<file path="config.mk">
export PLATFORM = sky130hd
export DESIGN_NAME = mem_port_arbiter
export DESIGN_NICKNAME = d
export VERILOG_FILES = /design/src/rtl/mem_port_arbiter_pkg.sv /design/src/rtl/mem_port_arbiter_rr_picker.sv /design/src/rtl/mem_port_arbiter.sv
export SDC_FILE = /design/constraint.sdc
export NUM_CORES = 1
export LEC_CHECK = 0
export BUFFER_PORTS_ARGS = -buffer_cell sky130_fd_sc_hd__clkbuf_2
export CORE_MARGIN = 2
export CORE_UTILIZATION = 31
export CTS_CLUSTER_DIAMETER = 200
export CTS_CLUSTER_SIZE = 30
export DETAILED_ROUTE_END_ITERATION = 10
export GPL_TIMING_DRIVEN = 0
export HOLD_SLACK_MARGIN = 0.03
export PLACE_DENSITY_LB_ADDON = 0.05
export SLEW_MARGIN = 25
export SYNTH_ARGS = -nofsm -noshare
export SYNTH_HDL_FRONTEND = slang
export SYNTH_HIERARCHICAL = 1
export SYNTH_SLANG_ARGS = --single-unit
</file>
<file path="constraint.sdc">
create_clock -name clk -period 4.1 [get_ports clk]
set_clock_uncertainty 0.05 [all_clocks]
set_input_delay 0.41 -clock clk [delete_from_list [all_inputs] [get_ports clk]]
set_output_delay 0.41 -clock clk [all_outputs]
set_load 0.05 [all_outputs]
</file>
<file path="src/rtl/mem_port_arbiter_pkg.sv">
// Shared types for the memory port arbiter: FSM state enum and its width.
package mem_port_arbiter_pkg;

  localparam int unsigned STATE_W = 2;

  typedef enum logic [STATE_W-1:0] {
    IDLE,
    READ_WAIT,
    WRITE_WAIT,
    RELAY
  } arb_state_e;

endpackage

</file>
<file path="src/rtl/mem_port_arbiter_rr_picker.sv">
// Combinational round-robin picker: first requesting port at or after rr_ptr.
module rr_picker #(
  parameter int unsigned NUM_PORTS = 4,
  parameter int unsigned PTR_W     = 2
) (
  input  logic [NUM_PORTS-1:0] req,
  input  logic [PTR_W-1:0]     rr_ptr,
  output logic [PTR_W-1:0]     grant_idx,
  output logic                 any_valid
);

  localparam int unsigned CW = PTR_W + 1;

  // one spare bit so rr_ptr + offset can exceed NUM_PORTS before wrapping
  logic [CW-1:0] cand;

  always_comb begin
    grant_idx = '0;
    any_valid = 1'b0;
    cand      = '0;
    for (int unsigned i = 0; i < NUM_PORTS; i++) begin
      cand = {1'b0, rr_ptr} + CW'(i);
      if (cand >= CW'(NUM_PORTS)) begin
        cand = cand - CW'(NUM_PORTS);
      end
      if (!any_valid && req[cand[PTR_W-1:0]]) begin
        any_valid = 1'b1;
        grant_idx = cand[PTR_W-1:0];
      end
    end
  end

endmodule

</file>
<file path="src/rtl/mem_port_arbiter.sv">
// Round-robin arbiter sharing one data-memory port among NUM_PORTS requesters.
// Define MEM_PORT_ARBITER_PERF_EN to add grant_count / stall_cycles outputs.
module mem_port_arbiter
  import mem_port_arbiter_pkg::*;
#(
  parameter int unsigned NUM_PORTS = 4,
  parameter int unsigned ADDR_BITS = 8,
  parameter int unsigned DATA_BITS = 8
) (
  input  logic                                 clk,
  input  logic                                 reset,
  input  logic [NUM_PORTS-1:0]                 consumer_read_valid,
  input  logic [NUM_PORTS-1:0][ADDR_BITS-1:0]  consumer_read_address,
  output logic [NUM_PORTS-1:0]                 consumer_read_ready,
  output logic [NUM_PORTS-1:0][DATA_BITS-1:0]  consumer_read_data,
  input  logic [NUM_PORTS-1:0]                 consumer_write_valid,
  input  logic [NUM_PORTS-1:0][ADDR_BITS-1:0]  consumer_write_address,
  input  logic [NUM_PORTS-1:0][DATA_BITS-1:0]  consumer_write_data,
  output logic [NUM_PORTS-1:0]                 consumer_write_ready,
  output logic                                 mem_read_valid,
  output logic [ADDR_BITS-1:0]                 mem_read_address,
  input  logic                                 mem_read_ready,
  input  logic [DATA_BITS-1:0]                 mem_read_data,
  output logic                                 mem_write_valid,
  output logic [ADDR_BITS-1:0]                 mem_write_address,
  output logic [DATA_BITS-1:0]                 mem_write_data,
  input  logic                                 mem_write_ready
`ifdef MEM_PORT_ARBITER_PERF_EN
  ,
  output logic [15:0]                          grant_count,
  output logic [15:0]                          stall_cycles
`endif
);

  localparam int unsigned PTR_W = (NUM_PORTS > 1) ? $clog2(NUM_PORTS) : 1;

  arb_state_e                          state_q, state_d;
  logic [PTR_W-1:0]                    port_q, port_d;
  logic [PTR_W-1:0]                    rr_ptr_q, rr_ptr_d;
  logic [NUM_PORTS-1:0]                rd_ready_q, rd_ready_d;
  logic [NUM_PORTS-1:0]                wr_ready_q, wr_ready_d;
  logic [NUM_PORTS-1:0][DATA_BITS-1:0] rd_data_q, rd_data_d;
  logic                                mrv_q, mrv_d;
  logic                                mwv_q, mwv_d;
  logic [ADDR_BITS-1:0]                mra_q, mra_d;
  logic [ADDR_BITS-1:0]                mwa_q, mwa_d;
  logic [DATA_BITS-1:0]                mwd_q, mwd_d;

  logic [NUM_PORTS-1:0] req_any;
  logic [PTR_W-1:0]     grant_idx;
  logic                 any_valid;
  logic                 relay_done;

  assign req_any = consumer_read_valid | consumer_write_valid;

  rr_picker #(
    .NUM_PORTS(NUM_PORTS),
    .PTR_W    (PTR_W)
  ) u_picker (
    .req      (req_any),
    .rr_ptr   (rr_ptr_q),
    .grant_idx(grant_idx),
    .any_valid(any_valid)
  );

  // the ready that is currently high tells which valid ends the relay
  assign relay_done = rd_ready_q[port_q] ? !consumer_read_valid[port_q]
                                         : !consumer_write_valid[port_q];

  always_comb begin
    state_d    = state_q;
    port_d     = port_q;
    rr_ptr_d   = rr_ptr_q;
    rd_ready_d = rd_ready_q;
    wr_ready_d = wr_ready_q;
    rd_data_d  = rd_data_q;
    mrv_d      = mrv_q;
    mwv_d      = mwv_q;
    mra_d      = mra_q;
    mwa_d      = mwa_q;
    mwd_d      = mwd_q;
    unique case (state_q)
      IDLE: begin
        if (any_valid) begin
          port_d = grant_idx;
          if (consumer_read_valid[grant_idx]) begin
            mrv_d   = 1'b1;
            mra_d   = consumer_read_address[grant_idx];
            state_d = READ_WAIT;
          end else begin
            mwv_d   = 1'b1;
            mwa_d   = consumer_write_address[grant_idx];
            mwd_d   = consumer_write_data[grant_idx];
            state_d = WRITE_WAIT;
          end
        end
      end
      READ_WAIT: begin
        if (mem_read_ready) begin
          mrv_d              = 1'b0;
          rd_data_d[port_q]  = mem_read_data;
          rd_ready_d[port_q] = 1'b1;
          state_d            = RELAY;
        end
      end
      WRITE_WAIT: begin
        if (mem_write_ready) begin
          mwv_d              = 1'b0;
          wr_ready_d[port_q] = 1'b1;
          state_d            = RELAY;
        end
      end
      RELAY: begin
        if (relay_done) begin
          rd_ready_d = '0;
          wr_ready_d = '0;
          rr_ptr_d   = (port_q == PTR_W'(NUM_PORTS - 1)) ? '0 : port_q + PTR_W'(1);
          state_d    = IDLE;
        end
      end
      default: state_d = IDLE;
    endcase
  end

  always_ff @(posedge clk) begin
    if (!reset) begin
      state_q    <= IDLE;
      port_q     <= '0;
      rr_ptr_q   <= '0;
      rd_ready_q <= '0;
      wr_ready_q <= '0;
      rd_data_q  <= '0;
      mrv_q      <= 1'b0;
      mwv_q      <= 1'b0;
      mra_q      <= '0;
      mwa_q      <= '0;
      mwd_q      <= '0;
    end else begin
      state_q    <= state_d;
      port_q     <= port_d;
      rr_ptr_q   <= rr_ptr_d;
      rd_ready_q <= rd_ready_d;
      wr_ready_q <= wr_ready_d;
      rd_data_q  <= rd_data_d;
      mrv_q      <= mrv_d;
      mwv_q      <= mwv_d;
      mra_q      <= mra_d;
      mwa_q      <= mwa_d;
      mwd_q      <= mwd_d;
    end
  end

  assign consumer_read_ready  = rd_ready_q;
  assign consumer_write_ready = wr_ready_q;
  assign consumer_read_data   = rd_data_q;
  assign mem_read_valid       = mrv_q;
  assign mem_read_address     = mra_q;
  assign mem_write_valid      = mwv_q;
  assign mem_write_address    = mwa_q;
  assign mem_write_data       = mwd_q;

`ifdef MEM_PORT_ARBITER_PERF_EN
  logic [15:0] grant_count_q, grant_count_d;
  logic [15:0] stall_cycles_q, stall_cycles_d;

  always_comb begin
    grant_count_d  = grant_count_q;
    stall_cycles_d = stall_cycles_q;
    if (state_q == IDLE && any_valid) begin
      grant_count_d = grant_count_q + 16'd1;
    end
    if ((state_q == READ_WAIT || state_q == WRITE_WAIT) && stall_cycles_q != 16'hFFFF) begin
      stall_cycles_d = stall_cycles_q + 16'd1;
    end
  end

  always_ff @(posedge clk) begin
    if (!reset) begin
      grant_count_q  <= '0;
      stall_cycles_q <= '0;
    end else begin
      grant_count_q  <= grant_count_d;
      stall_cycles_q <= stall_cycles_d;
    end
  end

  assign grant_count  = grant_count_q;
  assign stall_cycles = stall_cycles_q;
`endif

endmodule

</file>
======== After elaboration in Yosys (flattened, before gate mapping) ========
Cells that the tools add are included.
Widths: inputs -> output; s select.
word-level totals
  bits in registers ....................... 72
  input bits .............................. 116
  logic and storage cells ................. 131
  output and inout port bits .............. 66
operators by class
  bitwise gates (word level) .............. 4
  multiplexer cells ....................... 60
  equality and inequality tests ........... 10
  $lt $le $gt $ge ......................... 11
  reduce and logical (&&, ||, !) cells .... 24
  add/sub/neg operators ................... 8
operator list
  operator             count
  $bmux 8 s2           3
  $bwmux 32            1
  $mux 8               4
  $mux 2               14
  $mux 1               20
  $lt 2x3->1 const B   6
  $bmux 1 s2           8
  $demux 8 s2          1
  $pmux 4 s2           2
  $mux 4               3
  $ne 2x2->1 const B   6
  $or 4x4->4           3
  $reduce_and 3->1     4
  $reduce_and 4->1     3
  $ge 3x3->1 const B   3
  $pmux 2 s4           1
  $reduce_bool 2->1    4
  $sub 2x1->2 const B  4
  $add 2x2->3 const B  2
  $eq 2x2->1 const B   3
  $reduce_and 2->1     3
  $logic_not 1->1      5
  $logic_and 1x1->1    4
  $pmux 1 s2           2
  other kinds (8)      8

======== Longest topological paths before layout ========
  word-level depth ........................ 19
  gate-level depth with buffers ........... 11
  mapped depth without buffers ............ 8

======== Cells and area by module ========
Netlist, hierarchy kept.
modules (own cells, without submodules)
  module            sequential area each (µm²)  area each (µm²)  cells each  instances
  mem_port_arbiter  1441.4                      3453.3           330         1
  rr_picker         0.0                         77.6             15          1

======== Least setup slack after synthesis ========
No wires, ideal clock.
  path type ............................... input -> register
  start point ............................. input consumer_write_valid[2]
  end point ............................... register mwa_q[0] (netlist: mem_write_address[0])
  setup slack ............................. 1281 ps
  arrival ................................. 2637 ps
  buffers on the path ..................... 3
  stages .................................. 10
  required time ........................... 3918 ps
  setup time .............................. 132 ps
  cell sequence ........................... or2_2 -> a221o_1 -> a21oi_1 -> buf_2 -> mux4_2 -> or2_1 -> buf_2 -> buf_2 -> nand2_1 -> a21oi_1
between the ends
  word-level cells in the longest chain between the ends .. 17
  elaborated cells on any way between the ends .. 29
  classes of those cells .................. mux (20); bitwise (2); reduce/logical (7)
ends and longest elaborated chain
  item                               line                              source
  start, declared                    mem_port_arbiter.sv:16            input logic [NUM_PORTS-1:0] consumer_write_valid,
  $or 4x4->4 (*)                     mem_port_arbiter.sv:54            assign req_any = consumer_read_valid | consumer_write_valid;
  $bmux 1 s2                         mem_port_arbiter_rr_picker.sv:26  if (!any_valid && req[cand[PTR_W-1:0]]) begin
  $mux 1 (implied by the code)       mem_port_arbiter_rr_picker.sv:26
  $mux 1                             mem_port_arbiter_rr_picker.sv:26
  $logic_not 1->1                    mem_port_arbiter_rr_picker.sv:26
  $logic_and 1x1->1                  mem_port_arbiter_rr_picker.sv:26
  $mux 1                             mem_port_arbiter_rr_picker.sv:26
  $logic_not 1->1                    mem_port_arbiter_rr_picker.sv:26
  [... 2 more ...]                   n/a
  $logic_not 1->1                    mem_port_arbiter_rr_picker.sv:26
  $logic_and 1x1->1                  mem_port_arbiter_rr_picker.sv:26
  $mux 2 (*)                         mem_port_arbiter_rr_picker.sv:26
  net grant_idx[0]                   mem_port_arbiter.sv:50            logic [PTR_W-1:0] grant_idx;
  $bmux 1 s2                         mem_port_arbiter.sv:86            if (consumer_read_valid[grant_idx]) begin
  $mux 1 (implied by the code)       mem_port_arbiter.sv:86
  $not 1->1 (no source line)         n/a
  $reduce_and 3->1 (no source line)  n/a
  end signal, assigned               mem_port_arbiter.sv:148           mwa_q <= mwa_d;
  end, declared                      mem_port_arbiter.sv:46            logic [ADDR_BITS-1:0] mwa_q, mwa_d;
Mark *: on every way through the listed nets, which the timed path passes. The rest lies on a longest branch. The select of a mux whose other input is x is not followed.
A chain may end at the register's enable or synchronous reset.

======== Worst setup path in the final report ========
  start point ............................. input consumer_write_valid[2]
  end point ............................... register mwa_q[4] (netlist: mem_write_address[4])
between the ends
  word-level cells in the longest chain between the ends .. 17
  elaborated cells on any way between the ends .. 29
  classes of those cells .................. mux (20); bitwise (2); reduce/logical (7)
ends and longest elaborated chain
  item                               line                              source
  $or 4x4->4 (*)                     mem_port_arbiter.sv:54
  net req_any[2]                     mem_port_arbiter.sv:49            logic [NUM_PORTS-1:0] req_any;
  $bmux 1 s2                         mem_port_arbiter_rr_picker.sv:26
  $mux 1 (implied by the code)       mem_port_arbiter_rr_picker.sv:26
  $mux 1                             mem_port_arbiter_rr_picker.sv:26
  $logic_not 1->1                    mem_port_arbiter_rr_picker.sv:26
  $logic_and 1x1->1                  mem_port_arbiter_rr_picker.sv:26
  $mux 1                             mem_port_arbiter_rr_picker.sv:26
  [... 3 more ...]                   n/a
  $logic_not 1->1                    mem_port_arbiter_rr_picker.sv:26
  $logic_and 1x1->1                  mem_port_arbiter_rr_picker.sv:26
  $mux 2 (*)                         mem_port_arbiter_rr_picker.sv:26
  net grant_idx[0]                   mem_port_arbiter.sv:50
  $bmux 1 s2                         mem_port_arbiter.sv:86
  $mux 1 (implied by the code)       mem_port_arbiter.sv:86
  $not 1->1 (no source line)         n/a
  $reduce_and 3->1 (no source line)  n/a
Marks and branches as above.

==> metrics.csv <==
metric;value;unit
CP max FO;10;
crit start category;input port;
routed len/inst;14.91;um
synthesized area;0.003531;mm2
Post-CTS Hold Buffers;0;
most common flop cell mapped by yosys;dfxtp_1;
cell taking the most area after synthesis;dfxtp_1;
critical path class;in -> reg;
normalized max-slew margin;56.91;%
cell mode on critical path;buf_2;
DR vias/cell;4.754;
TritonCTS buffer count;9;
DRC;0;
M1 GR Usage;19.95;%
Synth area leaders;dfxtp_1, mux4_2, mux2i_1;
status;finished clean;
syn_area_per_cell;10.23;um2
GPL Wtd Cong;0.6902;
Netlist cell types;38;
Post-synth ARST share;0;%
dpl ws;942.9;ps
Buffers on Ports;179;
GR Util met3;4.265;%
htree depth;3;
required time of the critical path;4240;ps
Yosys top cell area share;40.82;%
pin count of the biggest net entering global routing;13;
Overflow after GRT;0;
root buf cell;clkbuf_16;
Hold Startpoint;mem_read_data[0];
clock-pin slew on the worst setup and hold paths;60;ps
worst-case clock buffer depth;2;
latest clock arrival within the worst-skew pair;320;ps
commonest non-fill, non-tap cell in the layout;clkbuf_2;
Yosys Warn Count;6;
Hold Fails Final Rpt;0;
final wirelength;10140;um
number of DRC markers in iteration 0;177;
Post-CTS Resized;0;
I/O Pins;182;
antenna-violating nets left;0;
final worst slack;1267;ps
busiest grt layer;met2;
die area;0.01226;mm2
postcts setup bufs;0;
max-slew violations;0;
WP buf/inv;4;
syn nets;469;
Critical Path Max Stage Delay;670;ps
max frequency;352.9;MHz
setup TNS;0;ps
Reg2Reg Launch Point;rr_ptr_q[0];
ratio of cells with drive above 1 in the final layout;45.19;%
arrival time worst endpoint;2970;ps
Syn Inst Count;345;
Final setup viols;0;
# diodes;0;
peak supply drop;0.0002503;V
register area share after synthesis;40.82;%
net count reported at finish;659;
met2 Usage GRT;29.37;%
actual slew at the worst max-slew pin;646.4;ps
chip height;110.7;um
Final Critical Period;2833;ps
Max-Cap Viols;0;
Min-Delay Endpoint;consumer_read_data[0];
die width;110.7;um
Static Leak;2.507;nW
fin crit share;69.10;%
GRT Util Overall;16.52;%
most frequent cells in the layout;clkbuf_2, dfxtp_1, nor2_1, mux2i_1, nand2_1;
Seq cells post-synth;72;
worst r2r dst;mem_write_address[4];
HP Class;in -> reg;
initial core utilization;32.15;%
Area Overhead vs Synth;39.87;%
row cnt;38;
number of synthesized flops with an enable pin;0;
CTS Sinks;72;
reg-to-reg slack, setup;1330;ps
cell class contributing the biggest share of worst-path delay;buffers and inverters;
CP Cell Sequence;clkbuf_2 > or2_2 > a221o_1 > a21oi_1 > buf_2 > mux4_2 > or2_1 > buf_2 > buf_2 > nand2_1 > a21oi_1;
crit path capture type;register;
TritonCTS clock tree;done;
RSZ-0062 raised after global routing;false;
Power Dens Cells;540.2;mW/mm2
vias in the first global route;3289;
total number of vias;3233;
slowest CP cell;mux4_2;
initial antenna violation count;0;
WHS Path Cells;3;
FF-to-FF path depth;10;
Detail Placement HPWL;8183;um
Core Area;0.01098;mm2
first-pass GRT wire length;16240;um
DRT Pass-1 Iters;4;
## worst register-to-register path, cell delays in order, from the launching register on
cell and delay (ps):
dfxtp_1 380, inv_2 60, a221o_1 310, a21oi_1 130
buf_2 260, mux4_2 670, or2_1 260, buf_2 160
buf_2 200, nand2_1 90, a21oi_1 60
## registers in the layout, summed over array words and instances (netlist names)
| signal | flops |
|---|---|
| mem_read_valid | 1 |
| consumer_write_ready | 4 |
| mem_read_address | 8 |
| port_q | 2 |
| rr_ptr_q | 2 |
| consumer_read_ready | 4 |
| consumer_read_data | 32 |
| mem_write_data | 8 |
| mem_write_address | 8 |
| mem_write_valid | 1 |
| state_q | 2 |
## metal layers
metal / part of all wire, % / wire length, um
met1: 43 / 4372
met4: 1.1 / 110
met5: 0 / 0
met3: 6.3 / 636
met2: 50 / 5022
## through the flow
step	instance area (um2)	utilization, %	hold slack [ps]	power [mW]	instances
after global routing	4938	44.96	336.4	2.813	680
after floorplan	3531	-	425.5	1.560	345
after global placement	4602	41.90	393.5	1.798	664
after detailed placement	4602	41.90	396.9	1.810	664
final	4938	44.96	328.6	2.668	680
after CTS	4938	44.96	322.3	2.705	680
## Yosys cell counts, drive strengths merged (2+ instances only)
master  count
o31ai       2
nand2      40
a21oi      32
nor2b       2
mux2        2
a31o        2
a211oi      3
o21ai       2
clkbuf     13
inv        12
or2         6
mux4       28
nand3       8
ha          8
nor2       53
mux2i      41
buf         8
dfxtp      72
## where the power goes
group / switching, mW / total, mW / internal (mW)
sequential: 0.0530 / 0.842 / 0.789
combinational: 0.611 / 0.942 / 0.330
clock: 0.292 / 0.884 / 0.592
## final cells by class
cell class	instances	area, um2
repair buffers	179	895.9
fillers	1068	6045
well taps	140	175.2
flip-flops and latches	72	1441
inverters	13	48.80
plain buffers	21	93.84
clock buffers	10	229.0
multi-input cells	239	1947
clock inverters	6	107.6
## logic make-up (layout without fill, tap and decap cells)
logic type               Yosys count  after routing  synth area share [%]
flip-flops                        72             72                 40.82
buffers and inverters             34            229                 4.039
AO/OA/AOI/OAI                     49             49                 9.001
multiplexers                      71             71                 30.23
AND/OR/NAND/NOR                  111            111                 13.08
adder cells (fa/ha/maj)            8              8                 2.835
## how the worst max path moves through the flow
stage                     depth (start not counted)                     from  slack, ps              endpoint
after global placement                           11  consumer_write_valid[2]        920  mem_write_address[2]
after detailed placement                         11   consumer_read_valid[2]        940  mem_write_address[4]
final                                            11  consumer_write_valid[2]       1270  mem_write_address[4]
after CTS                                        11   consumer_read_valid[2]       1270  mem_write_address[4]
after floorplan                                  10  consumer_write_valid[2]       1280  mem_write_address[0]
after global routing                             10  consumer_write_valid[2]       1090     mem_write_data[7]
Note: power is estimated with default switching activity, not from simulation.
